<file path="config.mk">
export PLATFORM = sky130hd
export DESIGN_NAME = network_output_decoder
export DESIGN_NICKNAME = d
export VERILOG_FILES = /design/src/rtl/decoder_pkg.sv /design/src/rtl/onehot_to_index.sv /design/src/rtl/network_output_decoder.sv
export SDC_FILE = /design/constraint.sdc
export NUM_CORES = 1
export LEC_CHECK = 0
export CORE_MARGIN = 1
export CORE_UTILIZATION = 40
export CTS_BUF_LIST = sky130_fd_sc_hd__clkbuf_8
export CTS_CLUSTER_DIAMETER = 120
export CTS_CLUSTER_SIZE = 24
export DETAILED_ROUTE_END_ITERATION = 8
export PLACE_DENSITY = 0.68
export SYNTH_ARGS = -nofsm -noshare
export SYNTH_HDL_FRONTEND = slang
export SYNTH_HIERARCHICAL = 1
export SYNTH_SLANG_ARGS = --single-unit
</file>
<file path="constraint.sdc">
create_clock -name clk -period 2.32 [get_ports clk]
set_clock_uncertainty 0.15 [all_clocks]
set_input_delay 0.464 -clock clk [delete_from_list [all_inputs] [get_ports clk]]
set_output_delay 0.464 -clock clk [all_outputs]
set_load 0.01 [all_outputs]
</file>
<file path="src/rtl/decoder_pkg.sv">
// Shared constants and FSM encoding for the network output decoder.
//   NUM_CLASSES  : width of the one-hot class code
//   INDEX_WIDTH  : width of the binary word index
//   STABLE_COUNT : consecutive matching samples needed to commit
//   CNT_WIDTH    : stability counter width
package decoder_pkg;

    localparam int NUM_CLASSES  = 20;
    localparam int INDEX_WIDTH  = 5;
    localparam int STABLE_COUNT = 4;
    localparam int CNT_WIDTH    = 3;

    typedef enum logic [1:0] {
        ST_EMPTY    = 2'd0,
        ST_COUNTING = 2'd1,
        ST_LOCKED   = 2'd2
    } state_t;

endpackage

</file>
<file path="src/rtl/onehot_to_index.sv">
// Combinational one-hot to binary converter with validity flag.
//   code      : N-bit input, expected one-hot
//   index     : bit position of the set bit (meaningless when !is_onehot)
//   is_onehot : exactly one bit of code is set
module onehot_to_index #(
    parameter int N = 20,
    parameter int W = 5
) (
    input  logic [N-1:0] code,
    output logic [W-1:0] index,
    output logic         is_onehot
);

    logic seen;
    logic multi;

    // OR-ing the positions of all set bits gives the right answer for a
    // one-hot input; multiple set bits are flagged through 'multi'.
    always_comb begin
        index = '0;
        seen  = 1'b0;
        multi = 1'b0;
        for (int i = 0; i < N; i++) begin
            if (code[i]) begin
                multi = multi | seen;
                seen  = 1'b1;
                index = index | W'(i);
            end
        end
        is_onehot = seen & ~multi;
    end

endmodule

</file>
<file path="src/rtl/network_output_decoder.sv">
// Debounces the argmax stage's one-hot class code into a committed word index.
//   clk, rst_n            : clock, asynchronous active-low reset
//   sample_en             : strobe, network_encode_output is valid this cycle
//   network_encode_output : one-hot class code
//   word_index/word_valid : committed result, held until word_ready
//   word_ready            : consumer accept
//   code_error            : one-cycle pulse after a non-one-hot sample
//   overrun               : one-cycle pulse after a commit dropped while busy
module network_output_decoder
    import decoder_pkg::*;
#(
    parameter int NUM_CLASSES  = decoder_pkg::NUM_CLASSES,
    parameter int INDEX_WIDTH  = decoder_pkg::INDEX_WIDTH,
    parameter int STABLE_COUNT = decoder_pkg::STABLE_COUNT,
    parameter int CNT_WIDTH    = decoder_pkg::CNT_WIDTH
) (
    input  logic                   clk,
    input  logic                   rst_n,
    input  logic                   sample_en,
    input  logic [NUM_CLASSES-1:0] network_encode_output,
    output logic [INDEX_WIDTH-1:0] word_index,
    output logic                   word_valid,
    input  logic                   word_ready,
    output logic                   code_error,
    output logic                   overrun
);

    localparam logic [CNT_WIDTH-1:0] STABLE = CNT_WIDTH'(STABLE_COUNT);
    localparam logic [CNT_WIDTH-1:0] ONE    = CNT_WIDTH'(1);

    logic [INDEX_WIDTH-1:0] dec_index;
    logic                   dec_onehot;

    state_t                 state, state_n;
    logic [INDEX_WIDTH-1:0] cand, cand_n;
    logic [CNT_WIDTH-1:0]   cnt, cnt_n;
    logic                   commit;
    logic                   restart;
    logic                   err_n;

    onehot_to_index #(
        .N (NUM_CLASSES),
        .W (INDEX_WIDTH)
    ) u_dec (
        .code      (network_encode_output),
        .index     (dec_index),
        .is_onehot (dec_onehot)
    );

    always_ff @(posedge clk or negedge rst_n) begin
        if (!rst_n) begin
            state <= ST_EMPTY;
            cand  <= '0;
            cnt   <= '0;
        end else begin
            state <= state_n;
            cand  <= cand_n;
            cnt   <= cnt_n;
        end
    end

    always_comb begin
        state_n = state;
        cand_n  = cand;
        cnt_n   = cnt;
        commit  = 1'b0;
        restart = 1'b0;
        err_n   = 1'b0;
        if (sample_en) begin
            if (!dec_onehot) begin
                // Clearing the lock lets the same word commit again later.
                err_n   = 1'b1;
                state_n = ST_EMPTY;
                cnt_n   = '0;
            end else begin
                case (state)
                    ST_COUNTING: begin
                        if (dec_index == cand) begin
                            if (cnt < STABLE) cnt_n = cnt + ONE;
                            if (cnt + ONE >= STABLE) begin
                                commit  = 1'b1;
                                state_n = ST_LOCKED;
                            end
                        end else begin
                            restart = 1'b1;
                        end
                    end
                    // Repeats of the locked word are ignored.
                    ST_LOCKED: restart = (dec_index != cand);
                    default:   restart = 1'b1;
                endcase
                if (restart) begin
                    cand_n = dec_index;
                    cnt_n  = ONE;
                    if (STABLE_COUNT == 1) begin
                        commit  = 1'b1;
                        state_n = ST_LOCKED;
                    end else begin
                        state_n = ST_COUNTING;
                    end
                end
            end
        end
    end

    // A commit can land in the same cycle the pending word is accepted;
    // otherwise a commit against a pending word is dropped and flagged.
    always_ff @(posedge clk or negedge rst_n) begin
        if (!rst_n) begin
            word_index <= '0;
            word_valid <= 1'b0;
            code_error <= 1'b0;
            overrun    <= 1'b0;
        end else begin
            code_error <= err_n;
            overrun    <= 1'b0;
            if (commit) begin
                if (!word_valid || word_ready) begin
                    word_index <= cand_n;
                    word_valid <= 1'b1;
                end else begin
                    overrun <= 1'b1;
                end
            end else if (word_valid && word_ready) begin
                word_valid <= 1'b0;
            end
        end
    end

endmodule

</file>
# ---- Word level (Yosys, flattened, before mapping)
# Index checks and enable logic that the tools add are counted.
dict set report word_totals {
  output_inout_bits 8
  register_bits 18
}
dict set report op_classes {
  n_addsub 1
  reduce_logical 8
  n_mux 87
  n_lt_le_gt_ge 2
  n_eq_ne 9
  n_bitwise 20
}
# op n
set op_table {}
lappend op_table {{1-bit 2-to-1 mux} 55}
lappend op_table {{5-bit 2-to-1 mux} 7}
lappend op_table {{4-bit 2-to-1 mux} 8}
lappend op_table {{3-bit 2-to-1 mux} 9}
lappend op_table {{1-bit OR} 18}
lappend op_table {{2-bit 2-to-1 mux} 7}
lappend op_table {{3-bit by 1-bit != test with 1-bit output (second input constant)} 4}
lappend op_table {{4-bit AND reduction} 2}
lappend op_table {{5-bit equality test} 1}
lappend op_table {{5-bit != test} 1}
lappend op_table {{2-bit AND reduction} 2}
lappend op_table {{3-bit by 1-bit adder with 3-bit output (second input constant)} 1}
lappend op_table {{3-bit >= comparator (second input constant)} 1}
lappend op_table {{3-bit less-than comparator (second input constant)} 1}
lappend op_table {{2-bit by 1-bit equality test with 1-bit output (second input constant)} 1}
lappend op_table {{2-bit equality test (second input constant)} 1}
lappend op_table {{2-bit by 1-bit != test with 1-bit output (second input constant)} 1}
lappend op_table {{1-bit case mux with 2 select lines} 1}
lappend op_table {{2-bit nonzero test} 1}
lappend op_table {{1-bit bitwise AND} 1}
lappend op_table {{1-bit logical AND} 1}
lappend op_table {{1-bit zero test} 1}
lappend op_table {{1-bit logical OR} 1}
lappend op_table {{1-bit NOT} 1}

# ---- Depth between registers and ports, before layout
dict set report depth {
  ltp_word 45
  depth_mapped 8
  mapped_depth_nobuf 8
}

# ---- Hierarchy
# The synthesis kept the hierarchy.
# module instances cells_per_inst area_each_um2
set by_module_without_submodules {}
lappend by_module_without_submodules {network_output_decoder 1 75 893.4}
lappend by_module_without_submodules {onehot_to_index 1 45 299.0}

# ---- Worst setup path before layout
# Ideal clock, no wire load.
dict set report synth_timing {
  path_kind {input -> register}
  startpoint {input port network_encode_output[6]}
  endpoint {register word_index[0]}
  t_arrival_ps 2387
  stages 8
  n_path_buf 0
  setup_time_ps 125
  slack_ps -342
  cell_sequence {nor4_2 -> nand3_1 -> maj3_2 -> o22ai_1 -> nor3b_2 -> nand4_1 -> nor4_4 -> mux2_2}
}
dict set report synth_between {
  elab_chain_cells 32
  word_cells_on_any_way 71
  classes_between {eq/ne: 2; mux: 53; bitwise: 15; reduce/logical: 1}
}
# element line
set synth_rtl {}
lappend synth_rtl {{start: declaration} network_output_decoder.sv:20} ;# input logic [NUM_CLASSES-1:0] network_encode_output,
lappend synth_rtl {{1-bit 2-to-1 mux} onehot_to_index.sv:24} ;# if (code[i]) begin
lappend synth_rtl {{1-bit OR} onehot_to_index.sv:25} ;# multi = multi | seen;
lappend synth_rtl {{1-bit 2-to-1 mux} onehot_to_index.sv:24}
lappend synth_rtl {{1-bit OR} onehot_to_index.sv:25}
lappend synth_rtl {{1-bit 2-to-1 mux} onehot_to_index.sv:24}
lappend synth_rtl {{1-bit OR} onehot_to_index.sv:25}
lappend synth_rtl {{1-bit 2-to-1 mux} onehot_to_index.sv:24}
lappend synth_rtl {{1-bit OR} onehot_to_index.sv:25}
lappend synth_rtl {{(+17 left out)} --}
lappend synth_rtl {{1-bit OR} onehot_to_index.sv:25}
lappend synth_rtl {{1-bit 2-to-1 mux} onehot_to_index.sv:24}
lappend synth_rtl {{1-bit NOT} onehot_to_index.sv:30} ;# is_onehot = seen & ~multi;
lappend synth_rtl {{1-bit bitwise AND *} onehot_to_index.sv:30}
lappend synth_rtl {{named net dec_onehot} network_output_decoder.sv:32} ;# logic dec_onehot;
lappend synth_rtl {{1-bit 2-to-1 mux} network_output_decoder.sv:70} ;# if (!dec_onehot) begin
lappend synth_rtl {{1-bit 2-to-1 mux} network_output_decoder.sv:69} ;# if (sample_en) begin
lappend synth_rtl {{2-bit AND reduction (no source line)} --}
lappend synth_rtl {{end signal: assignment} network_output_decoder.sv:119} ;# word_index <= cand_n;
lappend synth_rtl {{end: declaration} network_output_decoder.sv:21} ;# output logic [INDEX_WIDTH-1:0] word_index,
# Mark *: on every way through the listed nets, which the timed path passes. The rest lies on a longest branch. The select of a mux whose other input is x is not followed.
# A chain may end at the register's enable or synchronous reset.

# ---- Final worst setup path
dict set report layout_timing {
  startpoint {input port network_encode_output[0]}
  endpoint {register word_index[4]}
}
dict set report layout_between {
  elab_chain_cells 43
  word_cells_on_any_way 64
  classes_between {mux: 43; bitwise: 20; reduce/logical: 1}
}
# element line
set layout_rtl {}
lappend layout_rtl {{1-bit 2-to-1 mux *} onehot_to_index.sv:24}
lappend layout_rtl {{1-bit 2-to-1 mux} onehot_to_index.sv:24}
lappend layout_rtl {{1-bit OR} onehot_to_index.sv:25}
lappend layout_rtl {{1-bit 2-to-1 mux} onehot_to_index.sv:24}
lappend layout_rtl {{1-bit OR} onehot_to_index.sv:25}
lappend layout_rtl {{1-bit 2-to-1 mux} onehot_to_index.sv:24}
lappend layout_rtl {{1-bit OR} onehot_to_index.sv:25}
lappend layout_rtl {{1-bit 2-to-1 mux} onehot_to_index.sv:24}
lappend layout_rtl {{(+28 left out)} --}
lappend layout_rtl {{1-bit OR} onehot_to_index.sv:25}
lappend layout_rtl {{1-bit 2-to-1 mux} onehot_to_index.sv:24}
lappend layout_rtl {{1-bit NOT} onehot_to_index.sv:30}
lappend layout_rtl {{1-bit bitwise AND *} onehot_to_index.sv:30}
lappend layout_rtl {{named net dec_onehot} network_output_decoder.sv:32}
lappend layout_rtl {{1-bit 2-to-1 mux} network_output_decoder.sv:70}
lappend layout_rtl {{1-bit 2-to-1 mux} network_output_decoder.sv:69}
lappend layout_rtl {{2-bit AND reduction (no source line)} --}
# Mark *: on every way through the listed nets, which the timed path passes. The rest lies on a longest branch.

==> impl_metrics.tcl <==
set metrics [dict create \
    dpl.hpwl_mm 2.71 \
    hold_class "in2async" \
    die_w_um 56.6 \
    core_um2 2780 \
    die_area_um2 3200 \
    async_flop_share_pct 100 \
    grt_first_pass_wirelength_mm 7.27 \
    violations "setup timing" \
    io_pins 32 \
    gp_congestion 0.822 \
    slew_headroom_pct 64.0 \
    drt_wl_total_mm 5.37 \
    synth.distinct_cells 38 \
    path_clk_slew_ns 0.08 \
    postCtsHoldBufs 0 \
    drt-wirelength-per-cell_um 22.5 \
    max_freq_mhz 360 \
    fin_crit_sh_pct 120 \
    clk_latency_ns 0.27 \
    numClockSinks 18 \
    root_buffer "clkbuf_8" \
    power.internal_mw 0.549 \
    cts_buffers 3 \
    finalCriticalPeriod_ns 2.78 \
    worst_slew_pin_slew_ns 0.532 \
    syn_inst 120 \
    synth_area_leader_cell "dfrtp_1" \
    p_switching_mw 0.207 \
    rows 19 \
    path_class "in2reg" \
    cp.required_ns 2.32 \
    maxCapViolations 0 \
    grt_overflow 0 \
    synth_edf_count 0 \
    antenna_left 0 \
    crit_fanout 5 \
    clkPwrFrac_pct 36.0 \
    status "finished, violations left" \
    rsz0062_at_grt "yes" \
    yosys-top-cells-area "dfrtp_1, mux2_2, nand2_1" \
    ys_ff_latch 18 \
    swShare_pct 27.3 \
    synth.most_common_cell "dfrtp_1" \
    netlist.area_leader.share_pct 37.8 \
    syn_to_final_growth_pct 100 \
    final_max_slew_viol_count 0 \
    power_frac_comb_pct 21.9 \
    rr_worst_depth 7 \
    ir_drop_v 0.000608 \
    layout.nets 236 \
    design_area_um2 2390 \
    cp-start-kind "input pin" \
    die_h_um 56.6 \
    synth_ff_type "dfrtp_1" \
    power_frac_seq_pct 42.0 \
    cts_max_path_buffers 2 \
    cp-end-kind "register" \
    drtPass1Iterations 4 \
    vias_per_cell 6.18 \
    grt_pass1_vias 1432 \
    power.total_mw 0.756 \
    drtIter0Drc 64 \
    power_density_nw_per_um2 317 \
    p_leak_nw 1.08 \
    synth_fp_nets 147 \
    grt_max_degree 19 \
    htreeDepth 1 \
    synth_common_cells "dfrtp_1, nand2_1, mux2_2, nor2_1, nand3_1" \
    synth.avg_cell_area_um2 9.94 \
    antenna_found_initial 0 \
    crit_arrival_ns 2.77 \
    seq_area_frac_synth_pct 37.8 \
    synth_warnings 6 \
    portBuffers 31 \
    place_area_um2 1840 \
    hold_viol_final 0 \
    synth_area_um2 1190 \
    finalSetupTns_ns -4.53 \
    vias 1478 \
    setup_viol 16 \
    cts_tree "yes" \
    groute.usage.overall_pct 30.2 \
    initial_utilization_pct 42.9 \
    n_antenna_cell 0 \
    setup_ws_ns -0.459 \
    drc 0 \
    final_layout_size_suffix_gt1_share_pct 61.5 \
]
-- per-stage QoR --
step / hold WS (ns) / utilization [%] / std cells / setup WS [ns]
floorplan: 0.0184 / - / 120 / -0.311
global placement: 0.342 / 66.3 / 219 / -0.917
detailed placement: 0.347 / 66.3 / 219 / -0.981
CTS: 0.368 / 81.9 / 237 / -0.348
global route: 0.375 / 85.8 / 239 / -0.558
finish: 0.368 / 85.8 / 239 / -0.459
-- final timing paths --
path                                           from            end  slack [ns]
setup / recovery           network_encode_output[0]  word_index[4]       -0.46
hold / removal                                rst_n     word_valid        0.37
setup reg to reg                           state[0]       state[0]        0.09
hold reg to reg                       word_index[0]  word_index[0]        0.37
max in group asynchronous                     rst_n  word_index[0]        1.43
min in group clk                      word_index[0]  word_index[0]        0.37
-- per-layer routing --
metal / GRT usage, % / wire, um / share of wire (%) / up-vias
li1: - / - / - / 630
met1: 38.3 / 2040 / 38 / 742
met2: 51.1 / 2790 / 52 / 85
met3: 6.22 / 354 / 6.6 / 21
met4: 10.1 / 184 / 3.4 / 0
met5: 0 / 0 / 0 / -
-- what timing repair did --
action	4_1_cts	5_1_grt
pin swaps	36	5
resized for setup	126	30
setup endpoints to repair	18	17
setup buffers	15	4
-- kinds of logic after synthesis --
family,after synthesis,share of synthesized area [%]
AND/OR/NAND/NOR,55,28.4
AO/OA/AOI/OAI,19,12.2
flip-flops,18,37.8
buffers and inverters,6,1.89
multiplexers,11,10.4
XOR/XNOR,6,4.41
adder cells (fa/ha/maj),5,4.93
-- worst max-delay path, stage by stage --
cell      delay [ns]
buf_8           0.10
nor4_4          0.33
buf_4           0.19
buf_6           0.09
o211ai_1        0.10
nand2_1         0.15
o211ai_1        0.14
nor3b_4         0.24
nand4_1         0.21
nor4_4          0.27
buf_6           0.17
mux2_4          0.30
-- registers in the layout, summed over array words and instances (netlist names) --
signal and count:
cand 5, word_index 5, cnt 3, state 2, code_error 1, overrun 1
word_valid 1
-- power by group through the flow --
stage	logic, mW	registers, mW	clock network (mW)
floorplan	0.0262	0.324	0
global placement	0.125	0.323	0
detailed placement	0.129	0.323	0
CTS	0.145	0.317	0.264
global route	0.172	0.318	0.297
finish	0.166	0.318	0.273
-- cell usage in the layout, fill, tap and decap left out, types with 2 or more instances in the layout --
cell	synthesis	layout
xnor2_4	0	2
and4b_1	2	2
o22ai_2	0	3
buf_2	0	5
nand2_4	0	4
inv_1	5	5
buf_8	0	2
nand3_4	0	2
nand2_2	0	3
a31oi_1	2	2
mux2_4	0	11
nor3_2	0	2
dlygate4sd2_1	0	4
clkdlybuf4s50_1	0	11
nor4_4	2	9
a21oi_2	0	2
nor2_4	0	3
clkbuf_8	0	4
o211ai_1	3	3
nand3_2	0	3
xnor2_2	0	3
clkbuf_2	0	2
dfrtp_1	18	18
nor2_1	11	8
buf_6	0	18
buf_4	0	40
ha_1	3	3
nand2_1	13	6
nor3_1	4	2
-- cell type report --
type / instances / area [um^2]
Multi-Input combinational cell: 96 / 1070
Timing Repair Buffer: 85 / 754
Clock buffer: 4 / 55.1
Fill cell: 130 / 394
Sequential cell: 18 / 450
Inverter: 5 / 18.8
Tap cell: 31 / 38.8
Note: power is estimated with default switching activity, not from simulation.
